<file path="src/rtl/seq_mult_ctrl.sv">
// Sequential unsigned shift-add multiplier with its own control FSM: one add-and-shift step per clock.
// Optional timeout abort (driven by the cycle counter's k flag) is built when MULT_TIMEOUT_EN is defined.
module seq_mult_ctrl #(
  parameter int WIDTH = 16
) (
  input  logic                 clk,
  input  logic                 rst,
  input  logic                 st,
  input  logic [WIDTH-1:0]     a,
  input  logic [WIDTH-1:0]     b,
  input  logic                 k,
  output logic                 cnt_clr,
  output logic [2*WIDTH-1:0]   product,
  output logic                 done,
  output logic                 busy,
  output logic                 err
);

  localparam int IW = $clog2(WIDTH) + 1;

`ifdef MULT_TIMEOUT_EN
  localparam bit TIMEOUT_EN = 1'b1;
`else
  localparam bit TIMEOUT_EN = 1'b0;
`endif

  typedef enum logic {
    IDLE = 1'b0,
    RUN  = 1'b1
  } state_t;

  // Debug view of the control state for checkers bound to this block.
  typedef struct packed {
    state_t          state;
    logic [IW-1:0]   iter;
  } dbg_t;

  state_t               state_q;
  logic [WIDTH-1:0]     m_q;
  logic [2*WIDTH:0]     acc_q;
  logic [IW-1:0]        iter_q;
  logic [2*WIDTH-1:0]   product_q;
  logic                 done_q;
  logic                 busy_q;
  logic                 err_q;
  logic                 cnt_clr_q;
  dbg_t                 dbg;

  logic [WIDTH:0]       add_sum;
  logic [2*WIDTH:0]     acc_sum;
  logic [2*WIDTH:0]     acc_d;
  logic                 last_iter;
  logic                 abort;

  // Upper half plus multiplicand (when the current multiplier bit is set), then shift right by one.
  always_comb begin
    add_sum   = {1'b0, acc_q[2*WIDTH-1:WIDTH]};
    if (acc_q[0]) begin
      add_sum = {1'b0, acc_q[2*WIDTH-1:WIDTH]} + {1'b0, m_q};
    end
    acc_sum   = {add_sum, acc_q[WIDTH-1:0]};
    acc_d     = acc_sum >> 1;
    last_iter = (iter_q == IW'(WIDTH - 1));
    abort     = TIMEOUT_EN && k;
  end

  always_ff @(posedge clk) begin
    if (rst) begin
      state_q   <= IDLE;
      m_q       <= '0;
      acc_q     <= '0;
      iter_q    <= '0;
      product_q <= '0;
      done_q    <= 1'b0;
      busy_q    <= 1'b0;
      err_q     <= 1'b0;
      cnt_clr_q <= 1'b1;
    end else begin
      case (state_q)
        IDLE: begin
          if (st) begin
            m_q       <= a;
            acc_q     <= {1'b0, {WIDTH{1'b0}}, b};
            iter_q    <= '0;
            done_q    <= 1'b0;
            err_q     <= 1'b0;
            busy_q    <= 1'b1;
            cnt_clr_q <= 1'b0;
            state_q   <= RUN;
          end
        end
        RUN: begin
          acc_q  <= acc_d;
          iter_q <= iter_q + 1'b1;
          if (last_iter) begin
            // Completion takes priority over a coincident timeout.
            product_q <= acc_d[2*WIDTH-1:0];
            done_q    <= 1'b1;
            busy_q    <= 1'b0;
            cnt_clr_q <= 1'b1;
            state_q   <= IDLE;
          end else if (abort) begin
            err_q     <= 1'b1;
            done_q    <= 1'b0;
            busy_q    <= 1'b0;
            cnt_clr_q <= 1'b1;
            state_q   <= IDLE;
          end
        end
        default: begin
          state_q   <= IDLE;
          busy_q    <= 1'b0;
          cnt_clr_q <= 1'b1;
        end
      endcase
    end
  end

  assign dbg.state = state_q;
  assign dbg.iter  = iter_q;

  assign product = product_q;
  assign done    = done_q;
  assign busy    = busy_q;
  assign err     = TIMEOUT_EN ? err_q : 1'b0;
  assign cnt_clr = TIMEOUT_EN ? cnt_clr_q : 1'b1;

  logic unused_dbg;
  assign unused_dbg = ^dbg;

endmodule

</file>
<file path="config.mk">
export PLATFORM = sky130hd
export DESIGN_NAME = seq_mult_ctrl
export DESIGN_NICKNAME = d
export VERILOG_FILES = /design/src/rtl/seq_mult_ctrl.sv
export SDC_FILE = /design/constraint.sdc
export NUM_CORES = 1
export LEC_CHECK = 0
export ABC_AREA = 1
export BUFFER_PORTS_ARGS = -buffer_cell sky130_fd_sc_hd__buf_2
export CELL_PAD_IN_SITES_DETAIL_PLACEMENT = 1
export CELL_PAD_IN_SITES_GLOBAL_PLACEMENT = 1
export CORE_ASPECT_RATIO = 0.7
export CORE_UTILIZATION = 40
export DETAILED_ROUTE_END_ITERATION = 6
export GPL_TIMING_DRIVEN = 0
export HOLD_SLACK_MARGIN = 0.08
export PLACE_DENSITY = 0.91
export SYNTH_ARGS = -nofsm -noshare
export SYNTH_HDL_FRONTEND = slang
export SYNTH_SLANG_ARGS = --single-unit
</file>
<file path="constraint.sdc">
create_clock -name clk -period 2.2 [get_ports clk]
set_input_delay 0.44 -clock clk [delete_from_list [all_inputs] [get_ports clk]]
set_output_delay 0.44 -clock clk [all_outputs]
set_load 0.01 [all_outputs]
</file>
==> qor.yml, run 1 <==
grt:
  grt_pass1_vias: 4722
  grt_start_max_net_pins: 15
  antenna_found_initial: 2
  globalRouteTotalUtil: 0.288
  grt_pass1_wl_microns: 24500
  gr-total-overflow: 0
detailed_routing:
  drtPass1Iterations: 4
  drc: 0
  met2_wirelength_microns: 7470
  top_layer: "met5"
  m1WireLength_microns: 6810
  viasPerCell: 5.34
  detail_route.wl_per_cell_microns: 18.9
  drtAntennaViolNets: 0
  dr_total_vias: 4462
  drt_wl_total_microns: 15700
  drt_iter0_markers: 224
  dr_wl_met3_microns: 1090
timing:
  worst_pin_slew_ns: 0.699
  slew-limit-headroom: 0.534
  finalSetupViolCount: 0
  period_share: 0.966
  maxSlewViolCount: 0
  rsz0062_at_grt: "true"
  period_minus_slack_ns: 2.13
  final_hold_viol_count: 0
  final.setup.tns_ns: 0
  fmax_ghz: 0.470
  skew_ns: 0.0113
power_and_ir_drop:
  sw_frac_of_total: 0.265
  p_leak_nw: 2.58
  p_total_mw: 3.83
  p_int_mw: 2.82
  clkPwrFrac: 0.447
  powerDensity_mw_per_mm2: 742
  seq_power_share: 0.440
  p_comb_frac: 0.113
  ir_drop_mv: 0.406
  p_switching_mw: 1.02
synth:
  synth_top_flop_cell: "dfxtp_1"
  synth_seq_cells: 88
  ys_types: 37
  synthTopCellsByArea: "dfxtp_1 (41%), nand2_1 (16%), inv_1 (6.7%)"
  netlist_instances: 620
  synth.yosys.warnings: 0
  synth.most_common_cell: "nand2_1"
  synthesis.nets: 675
  synth_area_sq_mm: 0.00433
  syn_area_per_cell_sq_um: 6.99
  synth_top_cell_by_area: "dfxtp_1"
  synth_edf_count: 0
  ys_seq_area_frac: 0.407
  synth_common_cells: "nand2_1 (183), dfxtp_1 (88), inv_1 (77), nor2_1 (51), nand3_1 (48)"
  synth_top_area_frac: 0.407
  synth_async_sr_flop_share: 0
floorplan:
  dieWidth_microns: 126
  start_util: 0.415
  ios: 72
  die_area_sq_mm: 0.0113
  rows: 31
  coreArea_sq_mm: 0.0104
  die_height_microns: 89.1
cts:
  cts_setup_buffers: 0
  clkTransAtPathRegs_ns: 0.07
  cts_buffer_depth: 2
  cts_tree: "yes"
  cts.sinks: 88
  h-tree-depth: 3
  insertion_delay_ns: 0.36
  cts_made_buffers: 9
  cts-root-buf: "clkbuf_16"
worst_setup_path:
  end_kind: "flop"
  cp.arrival_ns: 2.39
  required_ns: 2.46
  path_max_fanout: 10
  reg2reg_from: "iter_q[0]"
  max_stage_delay_ns: 0.35
  cpMaxStageDelayCell: "dfxtp_1"
  path_cells: "ha_1 > and3_1 > ha_1 > nand2_1 > inv_1 > nor2_2 > buf_2 > nand2_1 > o21ai_0"
  path_class: "flop to flop"
  startpoint: "iter_q[0]"
  critPathLaunchType: "flop"
placed_design:
  hpwl_microns: 11100
  gp_congestion: 0.857
  port_buffers: 67
run:
  maxCapViolCount: 0
finish:
  syn_to_final_growth_pct: 19.2
  finalNetCount: 753
  final-seq-area_sq_mm: 0.00176
  fill_cells: 1376
  multi_input_area_sq_mm: 0.00215
  drive_gt1_frac: 0.178
outcome:
  status: "complete, no violations"
hold_path:
  holdCritPathClass: "primary input to flop"
  hold_start: "a[1]"
[sequential cells by signal, indices dropped and copies added, names as in the netlist]
signal and cells:
iter_q 5, state_q 1, done 1, product 32, busy 1, m_q 16
acc_q 32
[cells in the final DEF (no fill, tap or decap), types with 3 or more instances in the layout]
cell type	count
nand2_1	183
dfxtp_1	88
buf_2	81
inv_1	77
nor2_1	51
nand3_1	48
o21ai_0	34
a21oi_1	28
ha_1	18
clkbuf_1	10
or2_2	9
clkbuf_16	9
o221ai_1	7
a22o_1	7
or2_1	5
nor3_1	4
buf_4	3
nand2_2	3
nand3_2	3
xnor2_1	3
[worst max-delay path, delay by kind of cell, from the launching register on]
family	cells	cell delay (ns)
compound gates	1	0.11
fa+ha+maj	2	0.42
buf+inv	2	0.43
flops	1	0.35
simple gates	4	0.72
[cell type report]
class / instances / share of cell area
diodes: 1 / 0.000484
clock buffers: 11 / 0.0470
well taps: 132 / 0.0320
clock inverters: 4 / 0.0150
multi-input cells: 426 / 0.416
inverters: 77 / 0.0560
repair buffers: 67 / 0.0649
flip-flops and latches: 88 / 0.341
plain buffers: 29 / 0.0271
[metrics by stage]
stage | setup slack [ns] | instances | hold WS [ns] | util | area [sq um]
finish | 0.0744 | 835 | 0.338 | 0.495 | 5160
global route | 0.0115 | 834 | 0.356 | 0.495 | 5160
CTS | 0.0218 | 834 | 0.344 | 0.494 | 5160
detailed placement | 0.0296 | 819 | 0.440 | 0.463 | 4830
global placement | 0.188 | 819 | 0.432 | 0.463 | 4830
floorplan | 0.489 | 620 | 0.428 | - | 4330
[kinds of logic after synthesis]
group	synth area share
simple gates	0.306
buf+inv	0.0988
flops	0.407
compound gates	0.118
fa+ha+maj	0.0566
xor+xnor	0.00809
other cells	0.00173
mux	0.00491
[power groups by stage]
stage | registers [mW] | logic [mW] | clock network [mW]
floorplan | 1.71 | 0.276 | 0
finish | 1.69 | 0.433 | 1.72
detailed placement | 1.72 | 0.413 | 0
global route | 1.69 | 0.475 | 1.78
global placement | 1.72 | 0.385 | 0
CTS | 1.69 | 0.426 | 1.72
[per-layer routing]
| metal | vias up | global-route usage |
|---|---|---|
| met5 | - | 0 |
| met4 | 2 | 0.0997 |
| met3 | 35 | 0.0874 |
| met2 | 133 | 0.493 |
| met1 | 2171 | 0.350 |
| li1 | 2121 | - |
[path summary, 6_finish.rpt]
check	slack, ns	endpoint	depth (start not counted)
max reg2reg	0.07	product[3]	9
min	0.34	m_q[1]	3
max	0.07	product[3]	9
min reg2reg	0.45	product[6]	2
[repair_timing]
action | 4_1_cts | 5_1_grt
resized for setup | 1 | 3
setup endpoints to repair | 10 | 13
hold buffers | 0 | 0
(Power assumes the default switching activity.)
==> run 2, diff against run 1 <==
--- a/config.mk
+++ b/config.mk
@@ -15,6 +15,7 @@
 export GPL_TIMING_DRIVEN = 0
 export HOLD_SLACK_MARGIN = 0.08
 export PLACE_DENSITY = 0.91
+export RECOVER_POWER = 100
 export SYNTH_ARGS = -nofsm -noshare
 export SYNTH_HDL_FRONTEND = slang
 export SYNTH_SLANG_ARGS = --single-unit
==> run 2 against run 1 <==
  * Cell area is 1.2% lower
  * Sequential power hardly changed
  * Power is 0.35% lower
  * Global-route usage stayed put
  * Count of clock-buffer cells in the layout stayed put
  * Largest power group unchanged
  * Highest routed layer unchanged
  * Routed wire length is 0.46% lower
  * Critical path type unchanged
  * Via count is 0.72% higher
  * Utilization is 0.60 points lower
==> qor.yml, run 2 (synthesized netlist as in run 1, its figures left out) <==
timing:
  worst_pin_slew_ns: 0.670
  maxSlewViolCount: 0
  rsz0062_at_grt: "true"
  final.setup.tns_ns: 0
  slew-limit-headroom: 0.553
  period_share: 0.971
  fmax_ghz: 0.468
  skew_ns: 0.0110
  period_minus_slack_ns: 2.14
  final_hold_viol_count: 0
  whs_ns: 0.339
  finalSetupViolCount: 0
power_and_ir_drop:
  p_leak_nw: 2.41
  powerDensity_mw_per_mm2: 749
  clkPwrFrac: 0.446
  sw_frac_of_total: 0.263
  p_comb_frac: 0.112
  p_int_mw: 2.82
  p_switching_mw: 1.01
  ir_drop_mv: 0.394
  seq_power_share: 0.441
finish:
  final-seq-area_sq_mm: 0.00176
  multi_input_area_sq_mm: 0.00214
  fin_util: 0.489
  drive_gt1_frac: 0.115
  fill_cells: 1383
  final_common_cell: "nand2_1"
  syn_to_final_growth_pct: 17.8
  finalNetCount: 753
  design_area_sq_mm: 0.00510
  final_cell_mix: "nand2_1 (184), dfxtp_1 (88), inv_1 (77)"
  stdcell_count: 835
grt:
  gr-total-overflow: 0
  globalRouteTotalUtil: 0.288
  grt_pass1_wl_microns: 24500
  grt_pass1_vias: 4722
  grt_start_max_net_pins: 15
  antenna_found_initial: 2
worst_setup_path:
  end_kind: "flop"
  rr_endpoint: "product[3]"
  reg2reg_from: "iter_q[0]"
  path_max_fanout: 10
  rrSetupSlack_ns: 0.06
  path_class: "flop to flop"
  required_ns: 2.46
  critPathLaunchType: "flop"
  reg2reg_depth: 9
  cp.arrival_ns: 2.40
cts:
  cts-root-buf: "clkbuf_16"
  insertion_delay_ns: 0.35
  postCtsHoldBufs: 0
  cts_tree: "yes"
  h-tree-depth: 3
  clkTransAtPathRegs_ns: 0.06
  cts_made_buffers: 9
  cts.sinks: 88
  cts_setup_buffers: 0
  cts_buffer_depth: 2
hold_path:
  hold_start: "a[1]"
  holdCritPathClass: "primary input to flop"
  whs_endpoint: "m_q[1]"
  worstHoldPathCells: 3
outcome:
  status: "complete, no violations"
floorplan:
  rows: 31
  start_util: 0.415
  die_height_microns: 89.1
  die_area_sq_mm: 0.0113
  dieWidth_microns: 126
  coreArea_sq_mm: 0.0104
  ios: 72
detailed_routing:
  drt_iter0_markers: 263
  drtPass1Iterations: 4
  viasPerCell: 5.38
  drt_wl_total_microns: 15700
  drc: 0
  detail_route.wl_per_cell_microns: 18.8
  dr_total_vias: 4494
  drtAntennaViolNets: 0
run:
  maxCapViolCount: 0
placed_design:
  dpl_cell_area_sq_mm: 0.00483
  hpwl_microns: 11100
  dp.cells: 819
  gp_congestion: 0.857
  port_buffers: 67
## run 2: area by class of cell
type                            instances  share of cell area
Sequential cell                        88               0.345
Tap cell                              132              0.0324
Clock buffer                           11              0.0476
Antenna cell                            1            0.000490
Timing Repair Buffer                   67              0.0574
Multi-Input combinational cell        426               0.419
Inverter                               77              0.0566
Buffer                                 29              0.0260
Clock inverter                          4              0.0152
## run 2: worst max-delay path: stages, from the launching register on
cell and delay, ns:
dfxtp_1 0.35, ha_1 0.24, and3_1 0.20, ha_1 0.18, nand2_1 0.14, inv_1 0.10, nor2_2 0.30, buf_2 0.33
nand2_1 0.09, o21ai_0 0.11
## run 2: per-stage QoR
step           total power, mW  setup WS [ns]
2_1_floorplan             1.98          0.489
3_3_place_gp              2.10          0.188
3_5_place_dp              2.13         0.0296
4_1_cts                   3.83         0.0218
5_1_grt                   3.94        0.00260
6_report                  3.82         0.0649
## run 2: how the worst max path moves through the flow
stage	from	endpoint	cells after the start
global route	iter_q[0]	state_q	9
detailed placement	iter_q[0]	product[13]	8
finish	iter_q[0]	product[3]	9
global placement	iter_q[0]	product[1]	8
floorplan	m_q[0]	acc_q[27]	11
CTS	iter_q[0]	product[8]	8
## run 2: timing repair
action                                  4_1_cts  5_1_grt
resized for setup                             1        3
cloned                                        0        0
endpoints found under the setup margin       10       13
## run 2: power groups by stage
stage / Clock, mW / Sequential (mW) / Combinational, mW
floorplan: 0 / 1.71 / 0.276
global placement: 0 / 1.72 / 0.385
detailed placement: 0 / 1.72 / 0.413
CTS: 1.72 / 1.69 / 0.426
global route: 1.78 / 1.69 / 0.471
finish: 1.71 / 1.69 / 0.429
## run 2: routing by layer
| layer | GRT usage | share of wire |
|---|---|---|
| met1 | 0.350 | 0.43 |
| met2 | 0.493 | 0.48 |
| met3 | 0.0874 | 0.066 |
| met4 | 0.0997 | 0.025 |
| met5 | 0 | 0.00070 |
==> run 3, diff against run 2 <==
--- a/config.mk
+++ b/config.mk
@@ -5,16 +5,15 @@
 export SDC_FILE = /design/constraint.sdc
 export NUM_CORES = 1
 export LEC_CHECK = 0
-export ABC_AREA = 1
 export BUFFER_PORTS_ARGS = -buffer_cell sky130_fd_sc_hd__buf_2
 export CELL_PAD_IN_SITES_DETAIL_PLACEMENT = 1
 export CELL_PAD_IN_SITES_GLOBAL_PLACEMENT = 1
 export CORE_ASPECT_RATIO = 0.7
-export CORE_UTILIZATION = 40
+export CORE_UTILIZATION = 42
 export DETAILED_ROUTE_END_ITERATION = 6
 export GPL_TIMING_DRIVEN = 0
 export HOLD_SLACK_MARGIN = 0.08
-export PLACE_DENSITY = 0.91
+export PLACE_DENSITY = 0.92
 export RECOVER_POWER = 100
 export SYNTH_ARGS = -nofsm -noshare
 export SYNTH_HDL_FRONTEND = slang
==> run 3 against run 2 <==
  * The run now ends with setup timing left
  * Clock skew fell by 0.0038 ns
  * Largest power group is now sequential cells
  * First-iteration DRC count is 35% higher
  * Critical path depth fell by 1
  * Combinational power rose by 4%
  * Area after synthesis fell by 4.2%
  * Via count down 7.5%
  * Count of clock-buffer cells in the layout down 2
  * Register-to-register slack lost 0.31 ns
  * Routed wire length decreased by 3.9%
==> qor.yml, run 3 <==
outcome:
  status: "finished with violations"
  failed_checks: "setup timing"
timing:
  whs_ns: 0.313
  rsz0062_at_grt: "true"
  slew-limit-headroom: 0.519
  period_share: 1.11
  skew_ns: 0.00720
  final_hold_viol_count: 0
  worst_slack_ns: -0.245
  period_minus_slack_ns: 2.44
  worst_pin_slew_ns: 0.722
  fmax_ghz: 0.409
  maxSlewViolCount: 0
  finalSetupViolCount: 12
worst_setup_path:
  rrSetupSlack_ns: -0.24
  rr_endpoint: "acc_q[27]"
  critPathLaunchType: "flop"
  path_cells: "ha_4 > fa_2 > a21o_4 > a221oi_4 > o21ai_2 > a21oi_2 > mux2_4 > a311oi_2"
  startpoint: "m_q[0]"
  cp.arrival_ns: 2.71
  reg2reg_from: "m_q[0]"
  end_kind: "flop"
  path_class: "flop to flop"
  cpMaxStageDelayCell: "fa_2"
  max_stage_delay_ns: 0.36
  reg2reg_depth: 8
  required_ns: 2.47
  path_max_fanout: 3
  crit_path_end: "acc_q[27]"
finish:
  final_common_cell: "dfxtp_1"
  multi_input_area_sq_mm: 0.00251
  final_cell_mix: "dfxtp_1 (85), nand2_1 (63), nor2_1 (59)"
  n_antenna_cell: 0
  syn_to_final_growth_pct: 25.3
  fill_cells: 1122
  fin_util: 0.558
  final-seq-area_sq_mm: 0.00177
  drive_gt1_frac: 0.191
  finalNetCount: 627
grt:
  use_met2: 0.461
  grt_util_met1: 0.368
  grt_start_max_net_pins: 16
  grt_busiest_layer: "met2"
  antenna_found_initial: 0
  grt_pass1_wl_microns: 22100
  grt_use_met3: 0.0612
  grt_pass1_vias: 4285
  globalRouteTotalUtil: 0.285
  gr-total-overflow: 0
power_and_ir_drop:
  p_total_mw: 3.59
  p_leak_nw: 2.07
  ir_drop_mv: 0.523
  powerDensity_mw_per_mm2: 689
placed_design:
  hpwl_microns: 9910
  port_buffers: 67
  gp_congestion: 0.955
synth:
  synthTopCellsByArea: "dfxtp_1 (42%), a21oi_1 (7.1%), nand2_1 (5.9%)"
  synth_top_area_frac: 0.424
  synth_seq_cells: 88
  synth_async_sr_flop_share: 0
  synth.most_common_cell: "dfxtp_1"
  synth_top_flop_cell: "dfxtp_1"
  synth_edf_count: 0
  ys_types: 49
  synth_top_cell_by_area: "dfxtp_1"
  syn_area_per_cell_sq_um: 8.53
  synthesis.nets: 542
  synth.yosys.warnings: 0
  synth_area_sq_mm: 0.00415
  synth_common_cells: "dfxtp_1 (88), nand2_1 (65), a21oi_1 (59), nor2_1 (59), clkbuf_1 (23)"
  ys_seq_area_frac: 0.424
  netlist_instances: 487
run:
  maxCapViolCount: 0
hold_path:
  holdCritPathClass: "primary input to flop"
  hold_start: "a[0]"
detailed_routing:
  drtPass1Iterations: 5
  dr_total_vias: 4155
  drc: 0
  drtAntennaViolNets: 0
  viasPerCell: 5.93
  drt_wl_total_microns: 15100
  detail_route.wl_per_cell_microns: 21.5
  drt_iter0_markers: 355
cts:
  cts_made_buffers: 9
  postCtsHoldBufs: 0
  h-tree-depth: 3
  cts_buffer_depth: 2
  clkTransAtPathRegs_ns: 0.07
  cts-root-buf: "clkbuf_16"
  insertion_delay_ns: 0.36
  cts.sinks: 88
  cts_tree: "yes"
floorplan:
  dieWidth_microns: 121
  rows: 29
  die_area_sq_mm: 0.0103
  ios: 72
  die_height_microns: 85.2
  coreArea_sq_mm: 0.00933
  start_util: 0.445
-- run 3: power breakdown --
part	internal, mW	total [mW]	leakage (nW)	switching, mW
registers	1.64	1.70	0.717	0.0556
clock network	0.765	1.44	0.132	0.677
logic	0.167	0.445	1.22	0.278
-- run 3: metal layers --
metal  wire length [microns]  vias to the layer above
met4                     316                        0
met2                    7140                      148
li1                        -                     1901
met1                    6680                     2072
met3                     924                       34
met5                       0                        -
-- run 3: layout make-up --
| cell class | instances | area share |
|---|---|---|
| Buffer | 30 | 0.0248 |
| Clock buffer | 9 | 0.0433 |
| Clock inverter | 7 | 0.00914 |
| Inverter | 6 | 0.00433 |
| Multi-Input combinational cell | 362 | 0.482 |
| Sequential cell | 88 | 0.339 |
| Tap cell | 124 | 0.0298 |
| Timing Repair Buffer | 75 | 0.0678 |
-- run 3: worst min-delay path by stage --
stage	end	depth (start not counted)
floorplan	m_q[0]	2
global placement	product[24]	2
detailed placement	product[21]	1
CTS	m_q[0]	3
global route	m_q[9]	3
finish	m_q[0]	3
-- run 3: cell families (layout without fill, tap and decap cells) --
| kind of cell | count (synthesis) | after routing | share of synthesized area |
|---|---|---|---|
| AO/OA/AOI/OAI | 147 | 147 | 0.233 |
| multiplexers | 25 | 25 | 0.0624 |
| adder cells (fa/ha/maj) | 19 | 19 | 0.0591 |
| flip-flops | 88 | 88 | 0.424 |
| XOR/XNOR | 11 | 11 | 0.0232 |
| other | 2 | 2 | 0.00181 |
| buffers and inverters | 37 | 127 | 0.0356 |
| AND/OR/NAND/NOR | 158 | 158 | 0.161 |
-- run 3: critical path: cells and delay by family, from the launching register on --
family / cells / cell delay (ns)
DFF: 1 / 0.34
adders and majority gates: 2 / 0.52
muxes: 1 / 0.33
AOI/OAI and AO/OA: 5 / 1.16
-- run 3: what timing repair did --
item / CTS / global route
buffers inserted: 4 / 4
resized for setup: 20 / 39
endpoints found under the setup margin: 39 / 37
pin swaps: 14 / 10
-- run 3: metrics by stage --
stage | setup WS (ns) | instances | TNS (ns) | instance area (sq um)
2_1_floorplan | -0.0126 | 487 | -0.0126 | 4160
3_3_place_gp | -0.250 | 678 | -2.98 | 4650
3_5_place_dp | -0.290 | 678 | -5.37 | 4650
4_1_cts | -0.196 | 697 | -1.10 | 5010
5_1_grt | -0.311 | 701 | -3.43 | 5200
6_report | -0.245 | 701 | -1.77 | 5200
